File: config.mk
export PLATFORM = sky130hd
export DESIGN_NAME = sync_fifo
export DESIGN_NICKNAME = d
export VERILOG_FILES = /design/src/rtl/sync_fifo_pkg.sv /design/src/rtl/sync_fifo_ram.sv /design/src/rtl/sync_fifo.sv
export SDC_FILE = /design/constraint.sdc
export NUM_CORES = 1
export LEC_CHECK = 0
export BUFFER_PORTS_ARGS = -buffer_cell sky130_fd_sc_hd__buf_4
export CORE_AREA = 2 2 109 111
export CTS_BUF_LIST = sky130_fd_sc_hd__clkbuf_4
export CTS_CLUSTER_SIZE = 10
export DETAILED_ROUTE_END_ITERATION = 8
export DIE_AREA = 0 0 111 113
export PLACE_DENSITY = 0.47
export SLEW_MARGIN = 5
export SYNTH_ARGS = -nofsm -noshare
export SYNTH_HDL_FRONTEND = slang
export SYNTH_HIERARCHICAL = 1
export SYNTH_SLANG_ARGS = --single-unit
File: constraint.sdc
create_clock -name i_clk -period 4.83 [get_ports i_clk]
set_input_delay 0.966 -clock i_clk [delete_from_list [all_inputs] [get_ports i_clk]]
set_output_delay 0.966 -clock i_clk [all_outputs]
set_load 0.05 [all_outputs]
File: src/rtl/sync_fifo_pkg.sv
// Shared types and helpers for the show-ahead synchronous FIFO.
// Pointer wrap is an explicit compare, so Depth need not be a power of two.
package sync_fifo_pkg;

    typedef struct packed {
        logic full;
        logic empty;
        logic almost_full;
        logic almost_empty;
    } fifo_flags_t;

    function automatic int unsigned ptr_inc(input int unsigned ptr, input int unsigned depth);
        return (ptr == depth - 1) ? 0 : ptr + 1;
    endfunction

endpackage

File: src/rtl/sync_fifo_ram.sv
// FIFO storage: synchronous write, asynchronous (show-ahead) read, no reset.
module sync_fifo_ram #(
    parameter int DataWidth = 8,
    parameter int Depth     = 8
) (
    input  logic                       i_clk,
    input  logic                       i_wr_en,
    input  logic [$clog2(Depth)-1:0]   i_wr_addr,
    input  logic [DataWidth-1:0]       i_wr_data,
    input  logic [$clog2(Depth)-1:0]   i_rd_addr,
    output logic [DataWidth-1:0]       o_rd_data
);

    logic [DataWidth-1:0] mem [Depth];

    always_ff @(posedge i_clk) begin
        if (i_wr_en) begin
            mem[i_wr_addr] <= i_wr_data;
        end
    end

    assign o_rd_data = mem[i_rd_addr];

endmodule

File: src/rtl/sync_fifo.sv
// Single-clock show-ahead FIFO: pointers, occupancy counter and registered status flags.
// Optional sticky overflow/underflow flags are built when SYNC_FIFO_ERR_FLAGS_EN is defined.
module sync_fifo
    import sync_fifo_pkg::*;
#(
    parameter int DataWidth        = 8,
    parameter int Depth            = 8,
    parameter int AlmostFullLevel  = Depth - 1,
    parameter int AlmostEmptyLevel = 1
) (
    input  logic                         i_clk,
    input  logic                         i_rst_n,
    input  logic                         i_wr_en,
    input  logic [DataWidth-1:0]         i_wr_data,
    input  logic                         i_rd_en,
    output logic [DataWidth-1:0]         o_rd_data,
    output logic                         o_full,
    output logic                         o_empty,
    output logic                         o_almost_full,
    output logic                         o_almost_empty,
    output logic [$clog2(Depth+1)-1:0]   o_count
`ifdef SYNC_FIFO_ERR_FLAGS_EN
    ,
    input  logic                         i_err_clr,
    output logic                         o_overflow,
    output logic                         o_underflow
`endif
);

    localparam int AddrWidth  = $clog2(Depth);
    localparam int CountWidth = $clog2(Depth+1);

    localparam logic [CountWidth-1:0] DepthCnt = CountWidth'(Depth);
    localparam logic [CountWidth-1:0] AfLevel  = CountWidth'(AlmostFullLevel);
    localparam logic [CountWidth-1:0] AeLevel  = CountWidth'(AlmostEmptyLevel);

    logic [AddrWidth-1:0]  wr_ptr;
    logic [AddrWidth-1:0]  rd_ptr;
    logic [CountWidth-1:0] count;
    logic [CountWidth-1:0] count_nxt;
    fifo_flags_t           flags;
    fifo_flags_t           flags_nxt;
    logic                  push_acc;
    logic                  pop_acc;

    // A push into a full FIFO is only legal when a pop frees the head slot in the same cycle.
    assign pop_acc  = i_rd_en & ~flags.empty;
    assign push_acc = i_wr_en & (~flags.full | pop_acc);

    always_comb begin
        count_nxt = count;
        case ({push_acc, pop_acc})
            2'b10:   count_nxt = count + 1'b1;
            2'b01:   count_nxt = count - 1'b1;
            default: count_nxt = count;
        endcase

        flags_nxt              = '0;
        flags_nxt.full         = (count_nxt == DepthCnt);
        flags_nxt.empty        = (count_nxt == '0);
        flags_nxt.almost_full  = (count_nxt >= AfLevel);
        flags_nxt.almost_empty = (count_nxt <= AeLevel);
    end

    always_ff @(posedge i_clk or negedge i_rst_n) begin
        if (!i_rst_n) begin
            wr_ptr             <= '0;
            rd_ptr             <= '0;
            count              <= '0;
            flags.full         <= 1'b0;
            flags.empty        <= 1'b1;
            flags.almost_full  <= (AlmostFullLevel == 0);
            flags.almost_empty <= 1'b1;
        end else begin
            if (push_acc) begin
                wr_ptr <= AddrWidth'(ptr_inc(32'(wr_ptr), 32'(Depth)));
            end
            if (pop_acc) begin
                rd_ptr <= AddrWidth'(ptr_inc(32'(rd_ptr), 32'(Depth)));
            end
            count <= count_nxt;
            flags <= flags_nxt;
        end
    end

    sync_fifo_ram #(
        .DataWidth (DataWidth),
        .Depth     (Depth)
    ) u_ram (
        .i_clk     (i_clk),
        .i_wr_en   (push_acc),
        .i_wr_addr (wr_ptr),
        .i_wr_data (i_wr_data),
        .i_rd_addr (rd_ptr),
        .o_rd_data (o_rd_data)
    );

    assign o_full         = flags.full;
    assign o_empty        = flags.empty;
    assign o_almost_full  = flags.almost_full;
    assign o_almost_empty = flags.almost_empty;
    assign o_count        = count;

`ifdef SYNC_FIFO_ERR_FLAGS_EN
    logic overflow_q;
    logic underflow_q;

    // Set wins over a simultaneous clear so no rejected request is ever lost.
    always_ff @(posedge i_clk or negedge i_rst_n) begin
        if (!i_rst_n) begin
            overflow_q  <= 1'b0;
            underflow_q <= 1'b0;
        end else begin
            if (i_wr_en & ~push_acc) begin
                overflow_q <= 1'b1;
            end else if (i_err_clr) begin
                overflow_q <= 1'b0;
            end
            if (i_rd_en & ~pop_acc) begin
                underflow_q <= 1'b1;
            end else if (i_err_clr) begin
                underflow_q <= 1'b0;
            end
        end
    end

    assign o_overflow  = overflow_q;
    assign o_underflow = underflow_q;
`endif

endmodule

### After elaboration in Yosys (flattened, before gate mapping)

Memory sizes are Yosys's and may differ from the RTL's.
Cells that the tools add are included.

* bits in writable memories: 64
* memories kept: 1
* flip-flop bits (word level): 14

* bitwise operators: 5
* $add $sub $neg: 4
* equal/unequal tests: 5
* muxes and demuxes: 5
* order comparisons: 2
* reduce and logical (&&, ||, !) cells: 1

Memory list
* u_ram.mem: depth 8, bits a word 8, read ports 1, clocked after Yosys merged registers in 0, wr ports 1, line sync_fifo_ram.sv:14 `logic [DataWidth-1:0] mem [Depth];`

Operators by type and width (number)
* case mux 4 bit (2 select lines): 1
* adder 3 x 1 -> 3 bit, second input constant: 2
* == test 3 bit, second input constant: 2
* 2-to-1 mux 3 bit: 2
* adder 4 x 1 -> 4 bit, second input constant: 1
* == test 4 bit, second input constant: 1
* greater-or-equal comparator 4 x 3 -> 1 bit, second input constant: 1
* less-or-equal comparator 4 x 1 -> 1 bit, second input constant: 1
* logical NOT 4 bit: 1
* subtractor 4 x 1 -> 4 bit, second input constant: 1
* bitwise AND 1 bit: 2
* == test 2 x 1 -> 1 bit, second input constant: 1
* == test 2 bit, second input constant: 1
* 2-to-1 mux 1 bit: 2
* inverter 1 bit: 2
* OR 1 bit: 1

### Logic depth before layout (Yosys ltp)

* word-level depth: 7
* gate-level depth with buffers: 11
* mapped depth without buffers: 11

### Modules after synthesis

The synthesis kept the hierarchy.

By module, submodules not included
* sync_fifo_ram: area an instance 2531.2 µm², instances 1, cells an instance 106
* sync_fifo: area an instance 817.0 µm², instances 1, cells an instance 74

### Worst setup path after synthesis

OpenSTA, ideal clock, no wires.

* path type: input to register
* start: input port i_rd_en
* end: register flags (netlist bit o_almost_full)
* path slack: 1.645 ns
* library setup time: 0.081 ns
* path buffers: 0
* stages: 11
* data arrival time: 3.104 ns
* path through: nand2b_1 a21boi_1 inv_1 ha_1 xor2_1 ha_1 a21oi_2 mux2i_1 xor2_1 o32a_1 o211ai_2

RTL lines
* start, declared: line sync_fifo.sv:15 `input logic i_rd_en,`
* end signal, assigned: line sync_fifo.sv:82 `flags <= flags_nxt;`
* end, declared: line sync_fifo.sv:41 `fifo_flags_t flags;`

### Worst setup path in the final report

* start: register rd_ptr[0]
* end: output port o_rd_data[3]

* word-level cells in the longest chain between the ends: 1

RTL lines
* start, declared: line sync_fifo.sv:38 `logic [AddrWidth-1:0] rd_ptr;`
* start signal, assigned: line sync_fifo.sv:79 `rd_ptr <= AddrWidth'(ptr_inc(32'(rd_ptr), 32'(Depth)));`
* memory (8 x 8 bit)
* end, declared: line sync_fifo.sv:16 `output logic [DataWidth-1:0] o_rd_data,`

No other way between the ends.

==> reports/qor.csv <==
metric,value,unit
fin crit share,73.8,%
clk_lat worst skew,0.43,ns
syn_nets,199,
Seq cells post-synth,78,
LEAKAGE,1.39,nW
clk sink count,78,
Critical Path AT,2.60,ns
clk buf depth,2,
Residual DRC,0,
worst-path cell chain,"mux4_1, mux2_2, buf_4",
DP Cell Count,342,
HPWL Detailed,3770,um
Worst Clk Skew,0.0161,ns
Finish-stage setup viols,0,
Crit Path Class,reg -> out,
CTS buffer count,9,
crit path from,rd_ptr[0],
post-synth top area cell,edfxtp_1,
Worst-Margin Slew,1.00,ns
CTS tree,done,
reg2reg path depth,11,
Design Power,2.49,mW
first-pass GRT wire length,9650,um
max incr delay on CP,1.02,ns
Final Slew Violations,0,
number of global-route vias before repair,1743,
cell row count,39,
postcts setup bufs,0,
Hold Crit Class,in -> async,
fin cells,358,
clock network power share,16.3,%
post-route minimum period,3.57,ns
Die ar.,12500,sq um
H-tree depth,3,
Worst VDD drop,0.405,mV
Avg Inst Size Synth,18.6,sq um
internal power,1.47,mW
Final Hold Vio Count,0,
Max Fclk,280,MHz
Antenna Nets Post-Route,0,
effective utilization at floorplan,29.7,%
maxcap violations,0,
Slew HR,33.3,%
Hold Buf Count CTS,0,
# resized after CTS,0,
fill count,1081,
GRT overflow,0,
crit-path max FO,19,
"EDFF count, synth",64,
top_reg_cell synth,edfxtp_1,
wire length per cell,17.0,um
final wirelength,6080,um
WHS,0.357,ns
sw frac,40.9,%
share of power burned in registers,41.9,%
Clock Root Buffer,clkbuf_4,
Post-Syn Instances,180,
setup tns final,0,ns
die width,111,um
Yosys top cell area share,57.4,%
slowest CP cell,dfrtp_1,
area grow syn2layout,14.3,%
synthesis warning total,6,
IO buf count,27,
share of cells above drive strength 1,31.2,%
GPL Wtd Cong,0.691,
Synth Cell Area,3350,sq um
Synth cell types,38,
Switch Pwr,1.02,mW
Async SR Flop Fraction,17.9,%
Top Ports,28,
r2r setup slk,1.94,ns
main area contributors after synthesis,"edfxtp_1 57%, mux4_1 12%, dfrtp_1 9.0%",
PD cells,652,nW/um^2
register area share after synthesis,67.9,%
Nets,229,
Vias,1681,
largest net degree at the start of global routing,20,
crit start category,flip-flop,
gr usage total,10.4,%
Clock Pin Slew Worst Setup and Hold Paths,0.13,ns
Critical Path End Type,output port,
drt first pass iters,4,
chip height,113,um
combinational power share,41.8,%
RR Startpoint,o_empty,
status,completed,
post-DR vias/cell,4.70,
Inserted Diodes,0,
initial antenna violation count,0,
RSZ-0062 raised after global routing,false,
Crit path required time,3.86,ns
1st-iter DRT viols,86,
Core ar.,11300,sq um
area by class of cell:
class | instances | area, sq um | share of cell area [%]
timing repair buffer | 27 | 203 | 5.29
inverter | 4 | 15.0 | 0.392
clock buffer | 9 | 67.6 | 1.76
sequential | 78 | 2270 | 59.4
clock inverter | 7 | 80.1 | 2.09
tap | 143 | 179 | 4.67
multi-input combinational | 90 | 1010 | 26.4
metrics by stage:
stage               setup WS [ns]  area (sq um)  util, %
global placement             1.37          3680     32.7
CTS                          1.16          3830     34.0
floorplan                    1.65          3350        -
global route                 1.09          3830     34.0
finish                       1.26          3830     34.0
detailed placement           1.34          3680     32.7
Yosys cell counts (all sizes together), types with 2 or more instances:
cell type / count
a21o: 2
a21oi: 5
and4bb: 2
buf: 5
clkbuf: 3
dfrtp: 12
dfstp: 2
edfxtp: 64
ha: 7
inv: 4
mux2: 12
mux2i: 4
mux4: 16
nand2: 7
nand2b: 5
nor2: 10
nor3: 3
o21a: 2
o21ai: 3
xor2: 2
cells by family after synthesis:
family | synth area share [%]
DFF | 67.9
xor gates and xnor gates | 0.785
AOI/OAI and AO/OA | 3.51
adders and majority gates | 2.62
and+or+nand+nor | 5.27
muxes | 17.7
buffers and inverters | 2.20
worst max-delay path: cells and delay by family, from the launching register on:
family / cells / cell delay (ns)
DFF: 1 / 1.02
muxes: 2 / 0.95
buffers and inverters: 1 / 0.19
routing by layer:
layer  wire length, um  global-route usage, %  part of all wire [%]  vias to the layer above
li1                  -                      -                     -                      782
met1              2660                   13.2                    44                      855
met2              3000                   16.8                    49                       33
met3               291                   2.57                   4.8                       11
met4               114                   5.00                   1.9                        0
met5                 0                      0                     0                        -
layout by cell type, fill, tap and decap left out, drive strengths merged, types with 5 or more instances in the layout:
cell type,Yosys,layout
nand2b,5,5
mux2,12,12
ha,7,7
a21oi,5,5
clkbuf,3,9
edfxtp,64,64
nor2,10,10
mux4,16,16
buf,5,27
inv,4,7
nand2,7,7
dfrtp,12,12
power by group through the flow:
stage	combinational (mW)	clock (mW)	sequential (mW)
after floorplan	0.790	0	1.06
after global placement	1.05	0	1.07
after detailed placement	1.06	0	1.07
after CTS	1.06	0.423	1.06
after global routing	1.13	0.451	1.08
final	1.04	0.406	1.04
registers in the layout (all words and copies together) (netlist names):
register,flops
u_ram/mem,64
o_full,1
rd_ptr,3
o_almost_empty,1
o_count,4
o_empty,1
o_almost_full,1
wr_ptr,3
final timing paths:
| check | to |
|---|---|
| setup / recovery | o_rd_data[3] |
| hold / removal | rd_ptr[1] |
| setup reg to reg | o_almost_empty |
| hold reg to reg | wr_ptr[2] |
| max in group asynchronous | o_empty |
| min in group i_clk | wr_ptr[2] |
(Power assumes the default switching activity.)
